--- src/rtl/cond_seq_pkg.sv ---
// Shared definitions for the conductivity-probe excitation sequencer:
// register map, CTRL bits, FSM encoding, drive codes and reset defaults.
package cond_seq_pkg;

    localparam logic [4:0] ADDR_CTRL   = 5'h00;
    localparam logic [4:0] ADDR_PHASE  = 5'h04;
    localparam logic [4:0] ADDR_DEAD   = 5'h08;
    localparam logic [4:0] ADDR_NCYC   = 5'h0C;
    localparam logic [4:0] ADDR_STATUS = 5'h10;

    localparam int CTRL_START = 0;
    localparam int CTRL_CONT  = 1;
    localparam int CTRL_ABORT = 2;

    typedef enum logic [2:0] {
        ST_IDLE,
        ST_FWD,
        ST_DEAD_A,
        ST_REV,
        ST_DEAD_B
    } state_t;

    localparam logic [1:0] DRV_OFF = 2'b00;
    localparam logic [1:0] DRV_FWD = 2'b01;
    localparam logic [1:0] DRV_REV = 2'b10;

    localparam int RST_PHASE_LEN = 100;
    localparam int RST_DEAD_LEN  = 10;
    localparam int RST_NUM_CYC   = 1;

endpackage

--- src/rtl/cond_excitation_seq_phase_timer.sv ---
// Per-state up-counter: load clears the count and latches the length, so
// register writes made mid-phase only affect the next state entry.
module phase_timer #(
    parameter int W = 16
) (
    input  logic         clk,
    input  logic         rst,
    input  logic         en_i,
    input  logic         ld_i,
    input  logic [W-1:0] len_i,
    output logic         expire_o,
    output logic         mid_o
);
    logic [W-1:0] cnt_q;
    logic [W-1:0] len_q;

    always_ff @(posedge clk) begin
        if (rst) begin
            cnt_q <= '0;
            len_q <= W'(1);
        end else if (ld_i) begin
            cnt_q <= '0;
            len_q <= len_i;
        end else if (en_i) begin
            cnt_q <= cnt_q + 1'b1;
        end
    end

    // len_q is never 0: phase lengths are clamped and dead states are skipped when 0
    assign expire_o = (cnt_q == len_q - 1'b1);
    assign mid_o    = (cnt_q == (len_q >> 1));
endmodule

--- src/rtl/cond_excitation_seq.sv ---
// Bus-mapped probe excitation sequencer: forward / dead / reverse / dead
// drive with a mid-phase ADC strobe tagged by polarity.
module cond_excitation_seq
    import cond_seq_pkg::*;
#(
    parameter int PH_W = 16,
    parameter int DT_W = 8,
    parameter int NC_W = 8
) (
    input  logic        clk,
    input  logic        rst,
    input  logic [4:0]  addr,
    input  logic        cs,
    input  logic        rd,
    input  logic        wr,
    input  logic [31:0] d_in,
    output logic [31:0] d_out,
    output logic        mem_ready,
    output logic [1:0]  drive,
    output logic        sample_strb,
    output logic        sample_pol,
    output logic        busy
);
    state_t          state_q, state_d;
    logic [PH_W-1:0] phase_len_q;
    logic [DT_W-1:0] dead_len_q;
    logic [NC_W-1:0] num_cyc_q;
    logic [NC_W-1:0] cyc_done_q;
    logic            cont_q, done_q, pol_q;
    logic [1:0]      drive_q;

    logic            wr_ctrl, start, abort, last_cyc, eoc, ld, expire, mid;
    logic [PH_W-1:0] eff_ph, dead_ext, ld_len;
    logic [NC_W-1:0] eff_nc;
    logic            unused_rd;

    assign unused_rd = ^{rd, d_in};
    assign mem_ready = 1'b1;

    assign wr_ctrl  = cs & wr & (addr == ADDR_CTRL);
    assign abort    = wr_ctrl & d_in[CTRL_ABORT];
    assign start    = wr_ctrl & d_in[CTRL_START] & ~d_in[CTRL_ABORT] & (state_q == ST_IDLE);
    assign eff_ph   = (phase_len_q == '0) ? PH_W'(1) : phase_len_q;
    assign eff_nc   = (num_cyc_q == '0) ? NC_W'(1) : num_cyc_q;
    assign dead_ext = PH_W'(dead_len_q);
    assign last_cyc = ~cont_q & (({1'b0, cyc_done_q} + 1'b1) == {1'b0, eff_nc});

    phase_timer #(.W(PH_W)) u_timer (
        .clk      (clk),
        .rst      (rst),
        .en_i     (state_q != ST_IDLE),
        .ld_i     (ld),
        .len_i    (ld_len),
        .expire_o (expire),
        .mid_o    (mid)
    );

    // Next-state decode; ld marks every state entry so the timer restarts.
    always_comb begin
        state_d = state_q;
        ld      = 1'b0;
        ld_len  = eff_ph;
        eoc     = 1'b0;
        case (state_q)
            ST_IDLE: if (start) begin
                state_d = ST_FWD;
                ld      = 1'b1;
            end
            ST_FWD: if (expire) begin
                ld = 1'b1;
                if (dead_len_q != '0) begin
                    state_d = ST_DEAD_A;
                    ld_len  = dead_ext;
                end else begin
                    state_d = ST_REV;
                end
            end
            ST_DEAD_A: if (expire) begin
                state_d = ST_REV;
                ld      = 1'b1;
            end
            ST_REV: if (expire) begin
                if (dead_len_q != '0) begin
                    state_d = ST_DEAD_B;
                    ld      = 1'b1;
                    ld_len  = dead_ext;
                end else begin
                    eoc = 1'b1;
                end
            end
            ST_DEAD_B: if (expire) eoc = 1'b1;
            default: state_d = ST_IDLE;
        endcase
        if (eoc) begin
            if (last_cyc) begin
                state_d = ST_IDLE;
            end else begin
                state_d = ST_FWD;
                ld      = 1'b1;
            end
        end
        if (abort) begin
            state_d = ST_IDLE;
            ld      = 1'b0;
            eoc     = 1'b0;
        end
    end

    always_ff @(posedge clk) begin
        if (rst) begin
            state_q     <= ST_IDLE;
            phase_len_q <= PH_W'(RST_PHASE_LEN);
            dead_len_q  <= DT_W'(RST_DEAD_LEN);
            num_cyc_q   <= NC_W'(RST_NUM_CYC);
            cyc_done_q  <= '0;
            cont_q      <= 1'b0;
            done_q      <= 1'b0;
            pol_q       <= 1'b0;
            drive_q     <= DRV_OFF;
        end else begin
            state_q <= state_d;
            case (state_d)
                ST_FWD: begin
                    drive_q <= DRV_FWD;
                    pol_q   <= 1'b0;
                end
                ST_REV: begin
                    drive_q <= DRV_REV;
                    pol_q   <= 1'b1;
                end
                default: drive_q <= DRV_OFF;
            endcase

            if (cs && wr) begin
                case (addr)
                    ADDR_CTRL:   cont_q      <= d_in[CTRL_CONT];
                    ADDR_PHASE:  phase_len_q <= d_in[PH_W-1:0];
                    ADDR_DEAD:   dead_len_q  <= d_in[DT_W-1:0];
                    ADDR_NCYC:   num_cyc_q   <= d_in[NC_W-1:0];
                    ADDR_STATUS: done_q      <= 1'b0;
                    default: ;
                endcase
            end

            // Completion outranks a same-edge STATUS clear
            if (start) begin
                done_q     <= 1'b0;
                cyc_done_q <= '0;
            end else if (eoc) begin
                if (cyc_done_q != '1) cyc_done_q <= cyc_done_q + 1'b1;
                if (last_cyc) done_q <= 1'b1;
            end
        end
    end

    always_comb begin
        d_out = '0;
        case (addr)
            ADDR_CTRL:   d_out = {30'b0, cont_q, 1'b0};
            ADDR_PHASE:  d_out = 32'(phase_len_q);
            ADDR_DEAD:   d_out = 32'(dead_len_q);
            ADDR_NCYC:   d_out = 32'(num_cyc_q);
            ADDR_STATUS: d_out = {16'b0, 8'(cyc_done_q), 6'b0, done_q, state_q != ST_IDLE};
            default:     d_out = '0;
        endcase
    end

    assign drive       = drive_q;
    assign sample_pol  = pol_q;
    assign busy        = (state_q != ST_IDLE);
    assign sample_strb = ((state_q == ST_FWD) || (state_q == ST_REV)) && mid;
endmodule

--- config.mk ---
export PLATFORM = sky130hd
export DESIGN_NAME = cond_excitation_seq
export DESIGN_NICKNAME = d
export VERILOG_FILES = /design/src/rtl/cond_seq_pkg.sv /design/src/rtl/cond_excitation_seq_phase_timer.sv /design/src/rtl/cond_excitation_seq.sv
export SDC_FILE = /design/constraint.sdc
export NUM_CORES = 1
export LEC_CHECK = 0
export ABC_CLOCK_PERIOD_IN_PS = 3800
export CAP_MARGIN = 30
export CORE_ASPECT_RATIO = 0.9
export CORE_UTILIZATION = 35
export DETAILED_ROUTE_END_ITERATION = 10
export GPL_TIMING_DRIVEN = 0
export PLACE_DENSITY = 0.62
export SLEW_MARGIN = 30
export SYNTH_ARGS = -nofsm -noshare
export SYNTH_HDL_FRONTEND = slang
export SYNTH_SLANG_ARGS = --single-unit
--- constraint.sdc ---
create_clock -name clk -period 3.8 [get_ports clk]
set_clock_uncertainty 0.05 [all_clocks]
set_input_delay 0.38 -clock clk [delete_from_list [all_inputs] [get_ports clk]]
set_output_delay 0.38 -clock clk [all_outputs]
set_load 0.01 [all_outputs]
* Yosys cells after proc, flatten, opt, wreduce, memory -nomap -nowiden
Cells that the tools add are included.
** Storage, ports and cells
- Register bits :: 80
- Input bits :: 42
- Output and inout port bits :: 38
** Operators by class
- Add/sub/neg operators :: 4
- Eq/ne operators :: 14
- Multiplexer cells :: 34
- Bitwise logic cells :: 9
- Reductions and logical operators :: 19
** Operator list (count)
- one-hot mux 16 bit (5 select lines) :: 1
- two-way mux 16 bit :: 4
- two-way mux 3 bit :: 7
- adder 16 x 1 -> 16 bit, second input constant :: 1
- == test 16 x 15 -> 1 bit :: 1
- == test 16 bit :: 1
- zero test 16 bit :: 1
- two-way mux 1 bit :: 16
- subtractor 16 x 1 -> 16 bit, second input constant :: 1
- one-hot mux 3 bit (5 select lines) :: 1
- == test 5 x 4 -> 1 bit, second input constant :: 2
- AND reduction 2 bit :: 5
- adder 8 x 1 -> 9 bit, second input constant :: 1
- == test 3 x 2 -> 1 bit, second input constant :: 3
- == test 9 x 8 -> 1 bit :: 1
- adder 8 x 1 -> 8 bit, second input constant :: 1
- zero test 8 bit :: 1
- two-way mux 8 bit :: 1
- != test 8 bit, second input constant :: 1
- nonzero test 8 bit :: 1
- OR reduction 2 bit :: 4
- bitwise AND 1 bit :: 7
- == test 3 x 1 -> 1 bit, second input constant :: 2
- == test 5 x 3 -> 1 bit, second input constant :: 1
- other kinds (12) :: 15

* Longest topological paths before layout
Gate-level depths: netlist of run 1.
- Depth after elaboration :: 11
- Depth in mapped cells :: 14
- Mapped depth without buffers :: 11

* By module
A second synthesis of run 1 with hierarchy kept.
** Second synthesis, totals
- Cells, all modules :: 615
- Area, all modules :: 5033.6 µm²
** By module, submodules not included
- cond_excitation_seq :: instances 1, cells each 368, area each 3022.9 µm²
- phase_timer :: instances 1, cells each 247, area each 2010.7 µm²

* Worst setup path after synthesis of run 1
No wires, ideal clock.
- Path type :: reg-to-reg
- Start :: register u_timer.len_q[0]
- End :: register u_timer.len_q[11]
- Library setup time :: 0.117 ns
- Data arrival time :: 2.677 ns
- Data required time :: 3.633 ns
- Slack :: 0.956 ns
- Cell stages (with the launch flop) :: 14
- Buffers on the path :: 2
- Path through :: dfxtp_1 > inv_1 > ha_1 > or3b_1 > nor4_4 > nand3_1 > a21bo_1 > o21ai_2 > and4_4 > buf_6 > a31oi_4 > and3_1 > buf_2 > a22o_1
** Between the ends
- Longest elaborated chain between the ends :: 7
- Elaborated cells on any way between the ends :: 12
** RTL lines
- from (decl) :: RTL line cond_excitation_seq_phase_timer.sv:15 : logic [W-1:0] len_q;
- from (signal assigned) :: RTL line cond_excitation_seq_phase_timer.sv:23 : len_q <= len_i;
- subtractor 16 x 1 -> 16 bit * :: RTL line cond_excitation_seq_phase_timer.sv:30 : assign expire_o = (cnt_q == len_q - 1'b1);
- == test 16 bit * :: RTL line cond_excitation_seq_phase_timer.sv:30
- two-way mux 1 bit, on equally long branches
- one-hot mux 1 bit (3 select lines) :: RTL line cond_excitation_seq.sv:64 : case (state_q)
- two-way mux 1 bit :: RTL line cond_excitation_seq.sv:95 : if (last_cyc) begin
- two-way mux 1 bit :: RTL line cond_excitation_seq.sv:94 : if (eoc) begin
- two-way mux 1 bit :: RTL line cond_excitation_seq.sv:102 : if (abort) begin
Mark *: on every way between the ends. The rest lies on a longest branch, timed or not.
A chain may end at the register's enable or synchronous reset.

* Worst setup path after layout of run 1
- Start :: register state_q[2]
- End :: output port d_out[0]
** Between the ends
- Longest elaborated chain between the ends :: 2
** RTL lines
- from (decl) :: RTL line cond_excitation_seq.sv:24 : state_t state_q, state_d;
- from (signal assigned) :: RTL line cond_excitation_seq.sv:121 : state_q <= state_d;
- nonzero test 3 bit :: RTL line cond_excitation_seq.sv:163 : ADDR_STATUS: d_out = {16'b0, 8'(cyc_done_q), 6'b0, done_q, state_q != ST_IDLE};
- one-hot mux 16 bit (5 select lines) :: RTL line cond_excitation_seq.sv:158 : case (addr)
- to (decl) :: RTL line cond_excitation_seq.sv:17 : output logic [31:0] d_out,
No other way between the ends.

==> results of run 1 <==
[critical path, stage by stage (launching register included)]
cell	delay [ns]
dfxtp_1	0.31
clkbuf_1	0.20
nor3_1	0.67
clkinv_1	0.50
a221o_1	0.43
clkdlybuf4s50_1	0.49
[power by group through the flow]
stage | Sequential [µW] | Clock (µW) | Combinational, µW
after CTS | 844 | 921 | 147
after global routing | 844 | 958 | 161
final | 844 | 914 | 149
after global placement | 863 | 0 | 146
after floorplan | 862 | 0 | 93.8
after detailed placement | 863 | 0 | 147
[cells in the mapped netlist (all sizes together), types with 2 or more instances]
| cell | number |
|---|---|
| or3 | 4 |
| a22o | 15 |
| ha | 3 |
| o21ai | 17 |
| nor4 | 17 |
| or4 | 5 |
| nand4 | 10 |
| nor3b | 4 |
| a2111oi | 2 |
| and2 | 7 |
| nand2 | 81 |
| xor2 | 32 |
| a22oi | 10 |
| dfxtp | 80 |
| and4 | 3 |
| conb | 2 |
| o21a | 3 |
| o211a | 2 |
| mux2i | 20 |
| nor2 | 61 |
| and3 | 13 |
| a211oi | 9 |
| inv | 12 |
| xnor2 | 27 |
| a31oi | 4 |
| a21oi | 35 |
| nand3 | 24 |
| nor2b | 4 |
| o32ai | 2 |
| nor3 | 17 |
| o211ai | 3 |
| nand2b | 4 |
| or2 | 3 |
| clkbuf | 26 |
| buf | 32 |
[routing by layer]
layer	track usage [%]	share of wire (%)	up-vias
li1	-	-	2269
met1	25.0	47	2150
met2	33.1	46	143
met3	3.92	5.2	24
met4	7.61	2.0	0
met5	0	0	-
[cell families after synthesis]
| logic type | Yosys count | share of synthesized area (%) |
|---|---|---|
| DFF | 80 | 31.9 |
| adders and majority gates | 3 | 0.748 |
| and+or+nand+nor | 264 | 28.8 |
| buffers and inverters | 71 | 7.80 |
| muxes | 20 | 3.99 |
| AOI/OAI and AO/OA | 115 | 15.8 |
| other | 2 | 0.150 |
| xor gates and xnor gates | 60 | 10.8 |
[cell type report]
cell class,instances,area (µm²)
plain buffers,58,343
clock buffers,11,243
clock inverters,5,63.8
fillers,1397,7940
inverters,13,48.8
multi-input cells,479,3090
flip-flops and latches,80,1600
well taps,193,241
repair buffers,44,440
[worst paths after layout]
| kind | startpoint | to | slack, ns | depth (start not counted) |
|---|---|---|---|---|
| max reg2reg | cyc_done_q[0]$_SDFFE_PP0P_ | u_timer.len_q[8]$_SDFFE_PP0P_ | 0.55 | 10 |
| min reg2reg | sample_pol$_SDFFE_PP0P_ | sample_pol$_SDFFE_PP0P_ | 0.44 | 2 |
| max | state_q[2]$_SDFF_PP0_ | d_out[0] | 0.40 | 5 |
| min | sample_pol$_SDFFE_PP0P_ | sample_pol$_SDFFE_PP0P_ | 0.44 | 2 |
[registers in the layout (all words and copies together) (netlist names)]
name	cells
u_timer.len_q	16
cont_q	1
u_timer.cnt_q	16
drive	2
dead_len_q	8
done_q	1
cyc_done_q	8
phase_len_q	16
state_q	3
num_cyc_q	8
sample_pol	1
[metrics by stage]
stage / hold WS (ns) / util, %
after CTS: 0.444 / 43.3
after floorplan: 0.409 / -
after global routing: 0.458 / 43.3
after detailed placement: 0.435 / 41.1
after global placement: 0.419 / 41.1
final: 0.437 / 43.3
[timing repair]
action                     CTS  global route
hold buffers                 0             0
setup endpoints to repair    0            29
gates resized for setup      0             1
==> summary.txt, run 1 <==
Outcome
  • Status: finished clean

STA
  • RSZ-0062 raised after global routing: false
  • Tcrit/Tclk final: 89.5%
  • Min Tclk post-route: 3.40 ns
  • Pins over their slew limit: 0
  • Setup TNS: 0 ns
  • Actual slew at the worst max-slew pin: 0.908 ns
  • Final hold violations: 0
  • FMAX: 294 MHz
  • Final-report setup violation count: 0
  • Relative slew slack: 39.2%
  • Final worst slack: 0.399 ns

Yosys
  • Yosys warning total: 0
  • Register bit total from synthesis: 80
  • Number of synthesized flops with an enable pin: 0
  • Most frequently used flop master after synthesis: dfxtp_1
  • Sequential share of the synthesized area: 31.9%
  • Netlist cell types: 74
  • Yosys top cell by area: dfxtp_1
  • Top post-synthesis cells by area: dfxtp_1 (32%), nand2_1 (6.1%), xor2_1 (5.6%)
  • Syn Area/Cell: 8.16 µm²
  • Post-synth top area share: 31.9%
  • Mapped Cells: 615
  • FFs w/ async S/R, synth: 0%
  • Syn Std Cell Area: 5020 µm²

Critical path
  • Setup crit start kind: register
  • CP required: 3.37 ns
  • Crit Path Class: register to output port
  • Max FO, Critical Path: 10
  • Endpoint class of the critical path: output port
  • Worst path arrival time: 2.97 ns

Clock tree
  • Number of buffers created by CTS: 9
  • Clock sinks: 80
  • H-tree depth: 3
  • Reg clk slew, reported paths: 0.06 ns
  • Postcts setup bufs: 0
  • Latest clock arrival within the worst-skew pair: 0.35 ns
  • Clock Tree Buf Depth: 2
  • CTS tree: built
  • Clock Tree Root: clkbuf_16

Power
  • Static Leak: 0.00230 µW
  • Clk network pwr share: 47.9%
  • Internal power: 1440 µW
  • Final Total Pwr: 1910 µW
  • Sw frac: 24.3%
  • P_sw: 464 µW
  • VDD IR-drop max: 0.225 mV
  • Gate power share: 7.8%
  • Sequential Power Share: 44.3%
  • PwrDens: 314 nW/µm²

Detailed routing
  • Antenna-violating nets left: 0
  • Vias: 4586
  • Initial drt markers: 251
  • Final wirelength: 14000 µm
  • DRC violations left: 0
  • Iteration count of the initial detailed-routing pass: 5
  • Wire per inst: 15.9 µm
  • Post-DR vias/cell: 5.19

Final layout
  • Most frequent cells in the layout: nand2_1 (81), dfxtp_1 (80), nor2_1 (50), clkdlybuf4s50_1 (44), a21oi_1 (35)
  • Share of cells above drive strength 1: 10.3%
  • Most common cell after layout, fill and taps aside: nand2_1
  • Syn-to-layout area delta: 20.9%
  • Nets: 730
  • Layout Cell Area excl Fill: 6070 µm²
  • Diode count: 0
  • Non-Filler Instances: 883

Global route
  • Vias in the first global route: 4490
  • Gr usage total: 19.7%
  • Grt total ovfl: 0
  • Pin count of the biggest net entering global routing: 15
  • First-pass GRT wire length: 22600 µm
  • Initial antenna violation count: 0

Placed design
  • DP Worst Slack: 0.365 ns
  • Dpl cell area: 5760 µm²
  • DP Wirelength: 10600 µm
  • Port Buffers: 44
  • DP Cell Count: 867
  • GP Congestion: 0.917

Floorplan
  • Starting density of the core: 35.8%
  • Core box area: 14000 µm²
  • Die ar.: 14800 µm²
  • Cell Rows: 41
  • Io pins: 80
  • Die Wd: 128 µm
  • DIE HEIGHT: 116 µm

Run
  • Max_cap viols: 0

Worst hold path
  • Hold Path Class: register to register
Power figures use the tool's default switching activity.
==> inputs of run 2 (changes only) <==
--- a/config.mk
+++ b/config.mk
@@ -9,8 +9,8 @@
 export CAP_MARGIN = 30
 export CORE_ASPECT_RATIO = 0.9
 export CORE_UTILIZATION = 35
+export CTS_CLUSTER_DIAMETER = 50
 export DETAILED_ROUTE_END_ITERATION = 10
-export GPL_TIMING_DRIVEN = 0
 export PLACE_DENSITY = 0.62
 export SLEW_MARGIN = 30
 export SYNTH_ARGS = -nofsm -noshare
==> run 2 against run 1 <==
  * Clock power decreased by 4.4%
  * Largest cell class unchanged
  * Global-route usage decreased by 1.4 points
  * Sequential power about the same
  * Worst setup slack got worse by 0.021 ns
  * Wire length decreased by 6.7%
  * Sequential share of layout area increased by 1.2 points
  * Utilization decreased by 1.9 points
  * Critical path depth increased by 6
  * Via count decreased by 3.6%
  * Critical path type is now register to register
  * Final area decreased by 4.4%
  * Critical endpoint is now u_timer.cnt_q[4]$_SDFFE_PP0N_
  * Highest routed layer unchanged
  * Flip-flop and latch count unchanged
==> summary.txt, run 2 (synthesis results as in run 1) <==
Outcome
  • Status: finished clean

Final layout
  • Syn-to-layout area delta: 15.7%
  • Most common cell after layout, fill and taps aside: nand2_1
  • Most frequent cells in the layout: nand2_1 (81), dfxtp_1 (80), nor2_1 (50), clkdlybuf4s50_1 (45), a21oi_1 (35)
  • Share of cells above drive strength 1: 7.92%
  • Largest registers: phase_len_q (16), u_timer.cnt_q (16), u_timer.len_q (16)
  • Layout Cell Area excl Fill: 5800 µm²
  • Fillcell total: 1383
  • Nets: 684
  • Diode count: 0

Detailed routing
  • Final wirelength: 13100 µm
  • Iteration count of the initial detailed-routing pass: 5
  • DRC violations left: 0
  • Antenna-violating nets left: 0
  • Vias: 4420
  • Wire per inst: 15.6 µm
  • Post-DR vias/cell: 5.28
  • Initial drt markers: 284

STA
  • Setup TNS: 0 ns
  • Min Tclk post-route: 3.42 ns
  • Final-report setup violation count: 0
  • FMAX: 292 MHz
  • Final hold violations: 0
  • RSZ-0062 raised after global routing: false
  • Pins over their slew limit: 0
  • Tcrit/Tclk final: 90.1%

Power
  • Clk network pwr share: 47.4%
  • Gate power share: 6.7%
  • PwrDens: 318 nW/µm²
  • VDD IR-drop max: 0.188 mV
  • Sequential Power Share: 45.9%
  • Internal power: 1400 µW
  • P_sw: 438 µW
  • Static Leak: 0.00215 µW
  • Sw frac: 23.8%

Global route
  • Initial antenna violation count: 0
  • Grt total ovfl: 0
  • Vias in the first global route: 4108
  • Gr usage total: 18.4%
  • First-pass GRT wire length: 21100 µm
  • Pin count of the biggest net entering global routing: 41

Critical path
  • CP Cell Sequence: inv_1, ha_1, or3b_1, nor4_4, nand3_1, a21bo_1, o21ai_2, and4_4, a21o_2, nand2b_4, nor2_1
  • R2r worst-path depth: 11
  • Endpoint class of the critical path: register
  • Worst path max stage delay: 0.45 ns
  • Worst path arrival time: 3.58 ns
  • Worst r2r src: u_timer.len_q[0]$_SDFFE_PP1P_
  • Crit path from: u_timer.len_q[0]$_SDFFE_PP1P_
  • Critical path depth: 11
  • CP required: 3.96 ns
  • Setup crit start kind: register
  • Crit Path Class: register to register
  • Max FO, Critical Path: 23
  • CP endpoint: u_timer.cnt_q[4]$_SDFFE_PP0N_
  • CP max stage cell: or3b_1
  • R2r endpoint: u_timer.cnt_q[4]$_SDFFE_PP0N_
  • WP buf/inv: 1
  • Delay-heaviest family, CP: simple AND/OR/NAND/NOR gates
  • Internal reg-to-reg setup slack: 0.38 ns

Run
  • Max_cap viols: 0

Clock tree
  • Post-CTS Resized: 0
  • Clock Tree Root: clkbuf_16
  • Clock sinks: 80
  • Clock Tree Buf Depth: 2
  • Postcts setup bufs: 0
  • H-tree depth: 3
  • Latest clock arrival within the worst-skew pair: 0.34 ns
  • Hold-fix buffers, CTS: 0
  • Reg clk slew, reported paths: 0.06 ns
  • Number of buffers created by CTS: 9
  • CTS tree: built

Floorplan
  • Starting density of the core: 35.8%
  • Cell Rows: 41
  • Io pins: 80
  • DIE HEIGHT: 116 µm
  • Die ar.: 14800 µm²
  • Die Wd: 128 µm
  • Core box area: 14000 µm²

Placed design
  • Dpl cell area: 5510 µm²
  • GP Congestion: 0.878
  • DP Wirelength: 9810 µm
  • Port Buffers: 45

Worst hold path
  • Hold Path Class: register to register
## run 2: area by class of cell
cell class	instances	area (µm²)	area share, %
clock buffers	10	229	3.94
clock inverters	6	68.8	1.19
inverters	13	48.8	0.841
multi-input cells	479	3080	53.1
flip-flops and latches	80	1600	27.6
well taps	193	241	4.16
repair buffers	56	533	9.18
## run 2: worst min-delay path, cell delays in order, from the launching register on
cell and delay (ns):
dfxtp_1 0.32, nand2_1 0.06, o32ai_1 0.07
## run 2: stage by stage
step,hold slack [ns],utilization (%),power [µW],worst slack [ns],std cells
after floorplan,0.409,-,956,0.956,630
after global placement,0.424,39.3,985,0.265,821
after detailed placement,0.433,39.3,986,0.190,821
after CTS,0.441,41.4,1860,0.344,837
after global routing,0.462,41.4,1910,0.126,837
final,0.438,41.4,1840,0.378,837
## run 2: power by group through the flow
stage	Sequential, µW	Combinational [µW]	Clock, µW
4_1_cts	846	122	892
3_5_place_dp	865	122	0
3_3_place_gp	865	121	0
6_report	846	123	874
2_1_floorplan	862	93.8	0
5_1_grt	846	133	931
## run 2: per-layer routing
| metal | vias to the layer above | share of wire [%] | track usage, % |
|---|---|---|---|
| met5 | - | 0 | 0 |
| met4 | 0 | 2.1 | 6.98 |
| met3 | 21 | 5.6 | 4.25 |
| met2 | 151 | 46 | 28.9 |
| met1 | 2078 | 46 | 24.5 |
| li1 | 2170 | - | - |
## run 2: worst min-delay path by stage
| stage | startpoint | endpoint | slack [ns] | cells after the start |
|---|---|---|---|---|
| finish | sample_pol$_SDFFE_PP0P_ | sample_pol$_SDFFE_PP0P_ | 0.44 | 2 |
| global route | dead_len_q[0]$_SDFFE_PP0P_ | dead_len_q[0]$_SDFFE_PP0P_ | 0.46 | 2 |
| CTS | sample_pol$_SDFFE_PP0P_ | sample_pol$_SDFFE_PP0P_ | 0.44 | 2 |
| detailed placement | sample_pol$_SDFFE_PP0P_ | sample_pol$_SDFFE_PP0P_ | 0.43 | 2 |
| global placement | sample_pol$_SDFFE_PP0P_ | sample_pol$_SDFFE_PP0P_ | 0.42 | 2 |
| floorplan | phase_len_q[0]$_SDFFE_PP0P_ | phase_len_q[0]$_SDFFE_PP0P_ | 0.41 | 2 |
==> inputs of run 3 (changes only) <==
--- a/config.mk
+++ b/config.mk
@@ -5,6 +5,7 @@
 export SDC_FILE = /design/constraint.sdc
 export NUM_CORES = 1
 export LEC_CHECK = 0
+export ABC_AREA = 1
 export ABC_CLOCK_PERIOD_IN_PS = 3800
 export CAP_MARGIN = 30
 export CORE_ASPECT_RATIO = 0.9
==> run 3 against run 2 <==
  * Non-clock buffer count fell by 6
  * Sequential power rose by 2%
  * Count of clock-buffer cells in the layout rose by 1
  * Sequential share of layout area fell by 1.4 points
  * Clock power rose by 7.3%
  * Critical path depth fell by 2
  * Register-to-register slack improved by 0.55 ns
  * Flip-flop and latch count did not move
  * Cell count rose by 23%
  * Die area rose by 4.7%
  * Synthesized cell count rose by 28%
  * Global-route usage rose by 0.40 points
  * Critical endpoint is now d_out[0]
==> summary.txt, run 3 <==
Critical path
  • Worst path arrival time: 2.65 ns
  • Setup crit start kind: input port
  • CP required: 3.37 ns
  • Max FO, Critical Path: 17
  • Endpoint class of the critical path: output port
  • Crit Path Class: input port to output port

Final layout
  • Layout Cell Area excl Fill: 6100 µm²
  • Largest registers: phase_len_q (16), u_timer.cnt_q (16), u_timer.len_q (16)
  • Nets: 868
  • Most common cell after layout, fill and taps aside: nand2_1
  • Syn-to-layout area delta: 16.1%
  • Diode count: 0
  • Share of cells above drive strength 1: 7.85%
  • Most frequent cells in the layout: nand2_1 (155), inv_1 (109), dfxtp_1 (80), nor2_1 (71), nand3_1 (48)
  • Fillcell total: 1566

STA
  • Tcrit/Tclk final: 81.1%
  • Final worst slack: 0.718 ns
  • Final hold violations: 0
  • Final-report setup violation count: 0
  • Setup TNS: 0 ns
  • Pins over their slew limit: 0
  • Relative slew slack: 53.1%
  • FMAX: 324 MHz
  • Actual slew at the worst max-slew pin: 0.702 ns
  • Min Tclk post-route: 3.08 ns
  • RSZ-0062 raised after global routing: false

Floorplan
  • DIE HEIGHT: 118 µm
  • Cell Rows: 42
  • Core box area: 14700 µm²
  • Starting density of the core: 35.7%
  • Die Wd: 131 µm
  • Io pins: 80
  • Die ar.: 15500 µm²

Clock tree
  • Hold-fix buffers, CTS: 0
  • Number of buffers created by CTS: 9
  • Reg clk slew, reported paths: 0.06 ns
  • CTS tree: built
  • Post-CTS Resized: 0
  • Postcts setup bufs: 0
  • H-tree depth: 3
  • Clock Tree Buf Depth: 2
  • Clock Tree Root: clkbuf_16
  • Clock sinks: 80
  • Latest clock arrival within the worst-skew pair: 0.35 ns

Yosys
  • Top post-synthesis cells by area: dfxtp_1 (30%), nand2_1 (11%), inv_1 (7.9%)
  • Register bit total from synthesis: 80
  • Yosys top cell by area: dfxtp_1
  • Count leader, synth: nand2_1
  • Syn Area/Cell: 6.67 µm²
  • Yosys warning total: 0
  • Commonest cells in the synthesized netlist: nand2_1 (155), inv_1 (110), dfxtp_1 (80)
  • Most frequently used flop master after synthesis: dfxtp_1
  • FFs w/ async S/R, synth: 0%
  • Netlist cell types: 45
  • Post-synth top area share: 30.5%
  • Sequential share of the synthesized area: 30.5%
  • Number of synthesized flops with an enable pin: 0
  • Mapped Cells: 788
  • Syn Std Cell Area: 5260 µm²

Power
  • Static Leak: 0.00268 µW
  • Clk network pwr share: 39.7%
  • P_sw: 743 µW
  • PwrDens: 387 nW/µm²
  • Final Total Pwr: 2360 µW
  • VDD IR-drop max: 0.227 mV
  • Internal power: 1620 µW
  • Sequential Power Share: 36.6%
  • Gate power share: 23.7%
  • Sw frac: 31.5%

Global route
  • First-pass GRT wire length: 23200 µm
  • Initial antenna violation count: 0
  • Vias in the first global route: 4505
  • Pin count of the biggest net entering global routing: 66
  • Grt total ovfl: 0
  • Gr usage total: 18.8%

Detailed routing
  • Post-DR vias/cell: 4.93
  • Final wirelength: 14100 µm
  • Vias: 5054
  • Wire per inst: 13.7 µm
  • Antenna-violating nets left: 0
  • DRC violations left: 0
  • Initial drt markers: 381
  • Iteration count of the initial detailed-routing pass: 5

Placed design
  • Dpl cell area: 5790 µm²
  • GP Congestion: 0.886
  • DP Worst Slack: 0.716 ns
  • DP Wirelength: 10800 µm
  • Port Buffers: 45

Worst hold path
  • Hold Path Class: register to register

Run
  • Max_cap viols: 0

Outcome
  • Status: finished clean
## run 3: changes by cell type after synthesis, moves of 13 or more
cell      before  now
xnor2_1       27    8
nor2_2         1   18
and3_1        13    0
clkbuf_1      26   10
nand4_1       10   30
nor2_1        50   71
o22ai_1        1   20
mux2i_1       20    0
nand3_1       23   48
o21ai_0       16   45
nand2_1       81  155
inv_1         12  110
a22o_1        15    0
## run 3: routing by layer
metal / track usage, % / share of wire [%] / vias to the layer above
met5: 0 / 0 / -
met4: 6.03 / 1.2 / 0
met3: 3.13 / 6.5 / 10
met2: 27.0 / 42 / 134
met1: 28.0 / 51 / 2294
li1: - / - / 2616
## run 3: final cells by class
type	instances	area [µm²]	share of cell area, %
clock buffers	11	233	3.81
multi-input cells	567	3020	49.5
repair buffers	50	488	7.99
inverters	115	432	7.07
clock inverters	5	81.3	1.33
flip-flops and latches	80	1600	26.2
well taps	198	248	4.06
## run 3: power by group through the flow
stage / Sequential (µW) / Combinational [µW] / Clock, µW
after floorplan: 875 / 429 / 0
after global placement: 882 / 550 / 0
after detailed placement: 882 / 551 / 0
after CTS: 863 / 553 / 960
after global routing: 864 / 611 / 986
final: 864 / 559 / 938
## run 3: worst max-delay path, cell delays in order
cell	delay (ns)
clkdlybuf4s50_1	0.40
nor2_1	0.14
nand2_1	0.12
nor3_1	0.17
clkinv_1	0.46
o22ai_1	0.26
a21oi_1	0.07
o21ai_0	0.09
clkdlybuf4s50_1	0.56
## run 3: worst paths after layout
| kind | depth (start not counted) | from | slack (ns) | endpoint |
|---|---|---|---|---|
| setup / recovery | 9 | addr[1] | 0.72 | d_out[0] |
| hold / removal | 2 | cyc_done_q[7]$_SDFFE_PP0P_ | 0.42 | cyc_done_q[7]$_SDFFE_PP0P_ |
| setup reg to reg | 17 | u_timer.len_q[1]$_SDFFE_PP0P_ | 0.93 | u_timer.len_q[3]$_SDFFE_PP0P_ |
| hold reg to reg | 2 | cyc_done_q[7]$_SDFFE_PP0P_ | 0.42 | cyc_done_q[7]$_SDFFE_PP0P_ |
## run 3: metrics by stage
stage               instances  hold slack (ns)  utilization [%]
detailed placement       1010            0.415             39.4
CTS                      1026            0.424             41.5
global placement         1010            0.403             39.4
finish                   1026            0.419             41.5
global route             1026            0.452             41.5
floorplan                 803            0.394                -
## run 3: logic make-up after synthesis
logic type | share of synthesized area, %
AO/OA/AOI/OAI | 14.1
XOR/XNOR | 7.52
adder cells (fa/ha/maj) | 0.714
buffers and inverters | 13.2
flip-flops | 30.5
other | 0.143
AND/OR/NAND/NOR | 33.9
